**config.mk**
```make
export PLATFORM = sky130hd
export DESIGN_NAME = mm_seq_ctrl_flat
export DESIGN_NICKNAME = d
export VERILOG_FILES = /design/src/rtl/mm_seq_ctrl_if.sv /design/src/rtl/mm_seq_ctrl.sv /design/src/flat_wrapper.sv
export SDC_FILE = /design/constraint.sdc
export NUM_CORES = 1
export LEC_CHECK = 0
export ABC_AREA = 1
export CORE_ASPECT_RATIO = 1.2
export CORE_MARGIN = 1.5
export CORE_UTILIZATION = 49
export CTS_CLUSTER_SIZE = 28
export DETAILED_ROUTE_END_ITERATION = 10
export MAX_ROUTING_LAYER = met4
export PLACE_DENSITY_LB_ADDON = 0.2
export SLEW_MARGIN = 25
export SYNTH_ARGS = -nofsm -noshare
export SYNTH_HDL_FRONTEND = slang
export SYNTH_SLANG_ARGS = --single-unit
```
**constraint.sdc**
```tcl
create_clock -name clk -period 1.8 [get_ports clk]
set_input_delay 0.54 -clock clk [delete_from_list [all_inputs] [get_ports clk]]
set_output_delay 0.54 -clock clk [all_outputs]
set_load 0.02 [all_outputs]
```
**src/rtl/mm_seq_ctrl_if.sv**
```systemverilog
// mm_seq_ctrl_if: host/array-facing signal bundle for the matrix-multiply
// sequencer.
//
// Signals:
//   start      host -> ctrl  job request, only honoured while idle
//   outReady   host -> ctrl  downstream accepts the current psum
//   busy       ctrl -> host  job in progress
//   done       ctrl -> host  one-cycle completion pulse
//   psumClr    ctrl -> array clear every PE accumulator
//   rowEn      ctrl -> array per-row A-FIFO pop / operand valid
//   colEn      ctrl -> array per-column B-FIFO pop / operand valid
//   outValid   ctrl -> host  psum selection valid
//   drainEn    ctrl -> array psum accepted, advance output mux
//   outRow     ctrl -> array row index of psum being drained
//   outCol     ctrl -> array column index of psum being drained
//   lastCycles ctrl -> host  start-to-done cycle count of the last job
//
// Modports: master is the host/array side, slave is the sequencer.
interface mm_seq_ctrl_if #(
  parameter int Width    = 9,
  parameter int Height   = 4,
  parameter int CntWidth = 16
);
  localparam int RowW = (Height > 1) ? $clog2(Height) : 1;
  localparam int ColW = (Width > 1) ? $clog2(Width) : 1;

  logic                start;
  logic                outReady;
  logic                busy;
  logic                done;
  logic                psumClr;
  logic [Height-1:0]   rowEn;
  logic [Width-1:0]    colEn;
  logic                outValid;
  logic                drainEn;
  logic [RowW-1:0]     outRow;
  logic [ColW-1:0]     outCol;
  logic [CntWidth-1:0] lastCycles;

  modport master (
    output start, outReady,
    input  busy, done, psumClr, rowEn, colEn, outValid, drainEn,
           outRow, outCol, lastCycles
  );

  modport slave (
    input  start, outReady,
    output busy, done, psumClr, rowEn, colEn, outValid, drainEn,
           outRow, outCol, lastCycles
  );
endinterface

```
**src/rtl/mm_seq_ctrl.sv**
```systemverilog
// mm_seq_ctrl: sequencer for an output-stationary Height x Width
// matrix-multiply array computing C = A[Height x Size] * B[Size x Width].
// A job clears the accumulators, streams skewed operand pop enables,
// waits out the MAC pipeline, then drains the psums in row-major order.
//
// Ports:
//   clk  rising-edge clock
//   rst  synchronous active-high reset, abandons any job in flight
//   bus  mm_seq_ctrl_if.slave (start/outReady in, control and status out)
module mm_seq_ctrl #(
  parameter int Width      = 9,
  parameter int Height     = 4,
  parameter int Size       = 9,
  parameter int MacLatency = 1,
  parameter int CntWidth   = 16
) (
  input  logic         clk,
  input  logic         rst,
  mm_seq_ctrl_if.slave bus
);
  localparam int RowW      = (Height > 1) ? $clog2(Height) : 1;
  localparam int ColW      = (Width > 1) ? $clog2(Width) : 1;
  localparam int StreamLen = Size + Height + Width - 2;
  localparam int TW        = $clog2(StreamLen + 1);
  localparam int WaitW     = (MacLatency > 1) ? $clog2(MacLatency) : 1;

  typedef enum logic [2:0] {
    ST_IDLE,
    ST_CLEAR,
    ST_STREAM,
    ST_WAIT,
    ST_DRAIN,
    ST_DONE
  } state_t;

  state_t              state;
  state_t              next_state;
  logic [TW-1:0]       t_cnt;
  logic [WaitW-1:0]    wait_cnt;
  logic [RowW-1:0]     row_idx;
  logic [ColW-1:0]     col_idx;
  logic [CntWidth-1:0] cyc;
  logic [CntWidth-1:0] last_cycles;
  logic                drain_en;
  logic                last_beat;
  logic                stream_end;
  logic                wait_end;

  // outReady -> drainEn is the only combinational input-to-output path.
  assign drain_en   = (state == ST_DRAIN) && bus.outReady;
  assign last_beat  = (row_idx == RowW'(Height - 1)) && (col_idx == ColW'(Width - 1));
  assign stream_end = (t_cnt == TW'(StreamLen - 1));
  assign wait_end   = (MacLatency > 0) && (wait_cnt == WaitW'(MacLatency - 1));

  always_ff @(posedge clk) begin
    if (rst) begin
      state <= ST_IDLE;
    end else begin
      state <= next_state;
    end
  end

  always_comb begin
    next_state = state;
    case (state)
      ST_IDLE:   if (bus.start) next_state = ST_CLEAR;
      ST_CLEAR:  next_state = ST_STREAM;
      ST_STREAM: if (stream_end) next_state = (MacLatency == 0) ? ST_DRAIN : ST_WAIT;
      ST_WAIT:   if (wait_end) next_state = ST_DRAIN;
      ST_DRAIN:  if (drain_en && last_beat) next_state = ST_DONE;
      ST_DONE:   next_state = ST_IDLE;
      default:   next_state = ST_IDLE;
    endcase
  end

  // Phase counters self-clear outside their own state so every entry
  // starts from zero without extra load logic.
  always_ff @(posedge clk) begin
    if (rst) begin
      t_cnt       <= '0;
      wait_cnt    <= '0;
      row_idx     <= '0;
      col_idx     <= '0;
      cyc         <= '0;
      last_cycles <= '0;
    end else begin
      t_cnt    <= (state == ST_STREAM) ? t_cnt + 1'b1 : '0;
      wait_cnt <= (state == ST_WAIT) ? wait_cnt + 1'b1 : '0;

      if (state != ST_DRAIN) begin
        row_idx <= '0;
        col_idx <= '0;
      end else if (drain_en) begin
        if (col_idx == ColW'(Width - 1)) begin
          col_idx <= '0;
          row_idx <= row_idx + 1'b1;
        end else begin
          col_idx <= col_idx + 1'b1;
        end
      end

      // cyc counts the CLEAR cycle as 1, so at DONE it holds the full job length.
      if (state == ST_IDLE) begin
        cyc <= bus.start ? CntWidth'(1) : '0;
      end else if (cyc != '1) begin
        cyc <= cyc + 1'b1;
      end

      if (state == ST_DONE) begin
        last_cycles <= cyc;
      end
    end
  end

  // Row r / column c is live for Size cycles starting at STREAM t = r / c,
  // giving the diagonal skew the systolic array expects.
  always_comb begin
    bus.busy       = (state != ST_IDLE);
    bus.done       = (state == ST_DONE);
    bus.psumClr    = (state == ST_CLEAR);
    bus.outValid   = (state == ST_DRAIN);
    bus.drainEn    = drain_en;
    bus.outRow     = (state == ST_DRAIN) ? row_idx : '0;
    bus.outCol     = (state == ST_DRAIN) ? col_idx : '0;
    bus.lastCycles = last_cycles;
    bus.rowEn      = '0;
    bus.colEn      = '0;
    if (state == ST_STREAM) begin
      for (int r = 0; r < Height; r++) begin
        bus.rowEn[r] = (int'(t_cnt) >= r) && (int'(t_cnt) < r + Size);
      end
      for (int c = 0; c < Width; c++) begin
        bus.colEn[c] = (int'(t_cnt) >= c) && (int'(t_cnt) < c + Size);
      end
    end
  end
endmodule
```
**src/flat_wrapper.sv**
```systemverilog
// flat-port wrapper written by rule: the top's interface ports become plain ports
module mm_seq_ctrl_flat 
#(
  parameter int Width      = 9,
  parameter int Height     = 4,
  parameter int Size       = 9,
  parameter int MacLatency = 1,
  parameter int CntWidth   = 16
)
  (clk, rst, bus_start, bus_outReady, bus_busy, bus_done, bus_psumClr, bus_rowEn, bus_colEn, bus_outValid, bus_drainEn, bus_outRow, bus_outCol, bus_lastCycles);
  mm_seq_ctrl_if #(.Width(Width), .Height(Height), .CntWidth(CntWidth)) bus_i ();
  input  logic clk;
  input  logic rst;
  input wire logic [$bits(bus_i.start)-1:0] bus_start;
  input wire logic [$bits(bus_i.outReady)-1:0] bus_outReady;
  output wire logic [$bits(bus_i.busy)-1:0] bus_busy;
  output wire logic [$bits(bus_i.done)-1:0] bus_done;
  output wire logic [$bits(bus_i.psumClr)-1:0] bus_psumClr;
  output wire logic [$bits(bus_i.rowEn)-1:0] bus_rowEn;
  output wire logic [$bits(bus_i.colEn)-1:0] bus_colEn;
  output wire logic [$bits(bus_i.outValid)-1:0] bus_outValid;
  output wire logic [$bits(bus_i.drainEn)-1:0] bus_drainEn;
  output wire logic [$bits(bus_i.outRow)-1:0] bus_outRow;
  output wire logic [$bits(bus_i.outCol)-1:0] bus_outCol;
  output wire logic [$bits(bus_i.lastCycles)-1:0] bus_lastCycles;
  assign bus_i.start = bus_start;
  assign bus_i.outReady = bus_outReady;
  assign bus_busy = bus_i.busy;
  assign bus_done = bus_i.done;
  assign bus_psumClr = bus_i.psumClr;
  assign bus_rowEn = bus_i.rowEn;
  assign bus_colEn = bus_i.colEn;
  assign bus_outValid = bus_i.outValid;
  assign bus_drainEn = bus_i.drainEn;
  assign bus_outRow = bus_i.outRow;
  assign bus_outCol = bus_i.outCol;
  assign bus_lastCycles = bus_i.lastCycles;
  mm_seq_ctrl #(.Width(Width), .Height(Height), .Size(Size), .MacLatency(MacLatency), .CntWidth(CntWidth)) u_core (.clk(clk), .rst(rst), .bus(bus_i));
endmodule
```
# Word-level counts from Yosys, hierarchy flattened
# Index checks and enable logic that the tools add are counted.
# totals
register_bits,47
latch_bits,0
ram_bits,0
mem_bits_ro,0
input_bits,4
output_inout_bits,40
word_cells,77
memories,0
# classes
n_addsub,5
mul,0
n_div,0
order_cmp,17
n_eq_ne,14
shift,0
mux,13
bitwise_logic,2
reduce_logical,19
# op_table
op,count
$lt A5 B4 Y1 const B,7
$mux W16,2
$ge A5 B3 Y1 const B,4
$add A16 B1 Y16 const B,1
$ne A16 B16 Y1 const B,1
$pmux W3 S5,1
$mux W3,4
$mux W4,3
$logic_and A1 B1 Y1,11
$ge A5 B2 Y1 const B,2
$lt A5 B5 Y1 const B,2
$mux W9,1
$eq A3 B2 Y1 const B,2
$eq A3 B3 Y1 const B,2
$reduce_or A2 Y1,3
$add A5 B1 Y5 const B,1
$eq A5 B5 Y1 const B,1
$ge A5 B1 Y1 const B,1
$ge A5 B4 Y1 const B,1
$add A4 B1 Y4 const B,1
$eq A4 B4 Y1 const B,1
$ne A2 B1 Y1 const B,2
$ne A2 B2 Y1 const B,2
$reduce_and A4 Y1,1
12 further kinds,13

# Logic depth before layout (Yosys ltp)
# logic_depth
ltp_word,5
ltp_mapped,9
ltp_nobuf,9

# Least setup slack after synthesis
# OpenSTA, ideal clock, no wires.
# synth_timing
kind,reg2out
from,reg u_core.state[1]
to,out bus_rowEn[2]
arrival_time_ns,1.494
required_time_ns,1.260
slack_ns,-0.234
path_stages_with_launch,8
path_cell_list,dfxtp_1 -> nand2_1 -> nor2_2 -> inv_1 -> nor2_2 -> nand2_1 -> a211oi_2 -> buf_4
# synth_via
elab_chain_cells,2
# synth_lines
element,line,rtl
"start, declared",mm_seq_ctrl.sv:36,state_t state;
"start signal, assigned",mm_seq_ctrl.sv:59,state <= next_state;
$eq A3 B2 Y1,mm_seq_ctrl.sv:128,if (state == ST_STREAM) begin
$mux W4,mm_seq_ctrl.sv:128,
"end, declared",flat_wrapper.sv:19,output wire logic [$bits(bus_i.rowEn)-1:0] bus_rowEn;
# No other way between the ends.

# Worst setup path in the final report
# layout_timing
from,reg u_core.state[0]
to,out bus_rowEn[2]
# Same word-level chain as after synthesis.

==> metrics.md <==
| Metric | Value |
|---|---|
| Highest-count cells in the layout ignoring fill and taps | `nor2_1 (53), nand2_1 (48), buf_4 (43)` |
| Clock transition at path regs | `0.09 ns` |
| Largest net degree at the start of global routing | `25` |
| Seq pwr share | `36.8%` |
| Antenna violations before repair | `0` |
| Crit-path slowest cell | `dfxtp_4` |
| Crit-path max cell delay | `0.36 ns` |
| Final Critical Period | `2.03 ns` |
| Clk pwr share | `24.8%` |
| Die H | `80.0 um` |
| Die area | `5380 sq um` |
| Clock root cell | `clkbuf_8` |
| Async set or reset register ratio after synthesis | `0%` |
| Hold path startpoint | `u_core.wait_cnt` |
| Number of synthesized register bits | `47` |
| Synth cell types | `37` |
| Final ANT Viol Nets | `0` |
| Max Clock Skew | `0.00543 ns` |
| Total global routing overflow | `0` |
| Sequential element share of the synthesized area | `38.8%` |
| Starting DRT DRC Count | `150` |
| Max Cap Viol | `0` |
| Logic gate share of total power | `38.5%` |
| Pins over their slew limit | `0` |
| Area of the multi-input gates | `1350 sq um` |
| Final Wtd Congestion | `0.901` |
| LEAKAGE | `1.64 nW` |
| # DRC | `0` |
| Hold Buf Count CTS | `0` |
| HP Class | `reg2reg` |
| Setup violators final | `22` |
| Commonest non-fill, non-tap cell in the layout | `nor2_1` |
| Warning count from the yosys run | `0` |
| Share of layout cells above drive strength 1 | `29.1%` |
| Core Area | `4660 sq um` |
| Layout net count | `428` |
| TritonCTS clock tree | `yes` |
| Initial Utilization | `52.0%` |
| Cell type with the largest total area after synthesis | `dfxtp_1` |
| CP Class | `reg2out` |
| Area contributors post-synth | `dfxtp_1 (39%), nor2_1 (9.5%), nand2_1 (7.9%)` |
| Final Core Density | `73.1%` |
| Sw frac | `35.1%` |
| Slew @ Worst Pin | `0.392 ns` |
| Cells after Synth | `340` |
| Die Span X | `67.2 um` |
| Worst Path Required | `1.26 ns` |
| P_int | `2.08 mW` |
| Routed vias | `2,458` |
| H-Tree Depth | `2` |
| Vias per cell | `5.15` |
| Type of element capturing the critical path | `primary output` |
| Failing checks | `negative setup slack` |
| Fin crit share | `113%` |
| CP bufs+invs | `3` |
| Post-Place Setup Slack | `-0.612 ns` |
| Syn_area_per_cell | `7.12 sq um` |
| RSZ-0062 raised after global routing | `true` |
| Vias in the first global route | `2,194` |
| Antenna diodes | `0` |
| Hpwl dp | `4270 um` |
| Avg WL per Cell | `12.1 um` |
| Drt pass-1 iters | `5` |
| Worst-case clock buffer depth | `2` |
| Worst slew margin | `73.8%` |
| First-pass GRT wire length | `9400 um` |
| Top delay family on crit path | `simple AND/OR/NAND/NOR gates` |
| Num rows | `27` |
| Peak supply drop | `0.710 mV` |
| Status | `finished, violations left` |
| GRT Resource Usage Total | `23.1%` |
| IO Pins | `44` |
| Synthesized Nets | `350` |
| FF/Latch Area | `958 sq um` |
| Fillers | `365` |
| Clk_lat worst skew | `0.30 ns` |
| Yosys top cell area share | `38.8%` |
| Area Growth Syn to Fin | `40.7%` |
| Worst r2r src | `u_core.cyc[0]` |
| Port Buf Inserts | `43` |
| Worst path arrival time | `1.49 ns` |
| PwrDens | `938 nW/um^2` |
| Crit-path cells | `inv_4, nand2_4, nor2_4, inv_2, nor2_4, nand2_2, a211oi_4, buf_6` |
| Top FF cell, synth | `dfxtp_1` |
| Final hold viol count | `0` |
| Cell area after synthesis | `2420 sq um` |
| Final WS setup | `-0.232 ns` |
| Final WL | `5750 um` |
| Number of synthesized flops with an enable pin | `0` |
| Highest Clock Rate | `492 MHz` |
| Most frequent cell on the critical path | `nor2_4` |
| TritonCTS buffer count | `5` |
| Critical path peak fanout | `4` |
| Clk sink count | `47` |
| Total power | `3.20 mW` |
| CP startpoint | `u_core.state[0]` |
| Switching pwr | `1.12 mW` |
| Setup crit start kind | `flip-flop` |
==> cell families (layout without fill, tap and decap cells) <==
| logic type | count (synthesis) | count (layout) | share of synthesized area, % |
|---|---|---|---|
| AND/OR/NAND/NOR | 163 | 163 | 32.0 |
| AO/OA/AOI/OAI | 72 | 72 | 16.3 |
| buffers and inverters | 52 | 131 | 9.81 |
| flip-flops | 47 | 47 | 38.8 |
| adder cells (fa/ha/maj) | 6 | 6 | 3.10 |
==> layout make-up <==
cell class / instances / share of cell area [%]
multi-input cells: 241 / 39.5
flip-flops and latches: 47 / 28.1
repair buffers: 82 / 22.1
inverters: 41 / 4.74
well taps: 58 / 2.13
clock buffers: 5 / 2.02
clock inverters: 3 / 1.40
==> stage by stage <==
stage / instance area [sq um] / TNS (ns) / hold slack [ns] / std cells
after floorplan: 2460 / -0.290 / 0.398 / 340
after global routing: 3410 / -4.65 / 0.451 / 477
final: 3410 / -3.13 / 0.434 / 477
after global placement: 3110 / -6.40 / 0.408 / 461
after CTS: 3270 / -2.97 / 0.428 / 473
after detailed placement: 3110 / -6.93 / 0.416 / 461
==> routing by layer <==
layer / part of all wire (%) / GRT usage (%) / up-vias / routed length [um]
li1: - / - / 1280 / -
met1: 43 / 27.4 / 1100 / 2490
met2: 50 / 38.6 / 70 / 2860
met3: 5.3 / 4.09 / 8 / 305
met4: 1.7 / 8.98 / 0 / 95
met5: 0 / - / - / 0
==> cells in the mapped netlist, types with 2 or more instances <==
cell type / number
nor2_4: 3
inv_2: 3
nand3_1: 15
nor3_1: 9
buf_2: 2
buf_4: 5
dfxtp_1: 47
nor2_2: 4
nand2_1: 51
nor3b_2: 2
o21ai_0: 29
ha_1: 6
a31oi_1: 9
nand2_4: 3
nor2_1: 61
o21ai_1: 5
nand4_1: 8
a21oi_1: 23
inv_1: 36
buf_6: 2
==> power by group through the flow <==
stage	registers (mW)	logic, mW	clock network, mW
floorplan	1.25	0.625	0
global placement	1.18	1.07	0
CTS	1.17	1.12	0.815
global route	1.19	1.34	0.848
finish	1.18	1.23	0.793
detailed placement	1.19	1.09	0
==> timing repair <==
item	4_1_cts	5_1_grt
resized for setup	153	30
endpoints found under the setup margin	29	34
hold endpoints to repair	0	0
buffers inserted	5	4
pin swaps	10	4
==> state kept, by name (all words and copies together) (netlist names) <==
| register | cells |
|---|---|
| u_core.bus.lastCycles | 16 |
| u_core.wait_cnt | 1 |
| u_core.t_cnt | 5 |
| u_core.state | 3 |
| u_core.col_idx | 4 |
| u_core.row_idx | 2 |
| u_core.cyc | 16 |
==> path summary, 6_finish.rpt <==
check,endpoint,cells after the start,slack (ns)
worst min register to register,u_core.wait_cnt,1,0.43
worst min-delay path,u_core.wait_cnt,1,0.43
worst max register to register,u_core.cyc[1],6,0.20
worst max-delay path,bus_rowEn[2],8,-0.23
No activity file was read; power rests on OpenSTA's default activity.
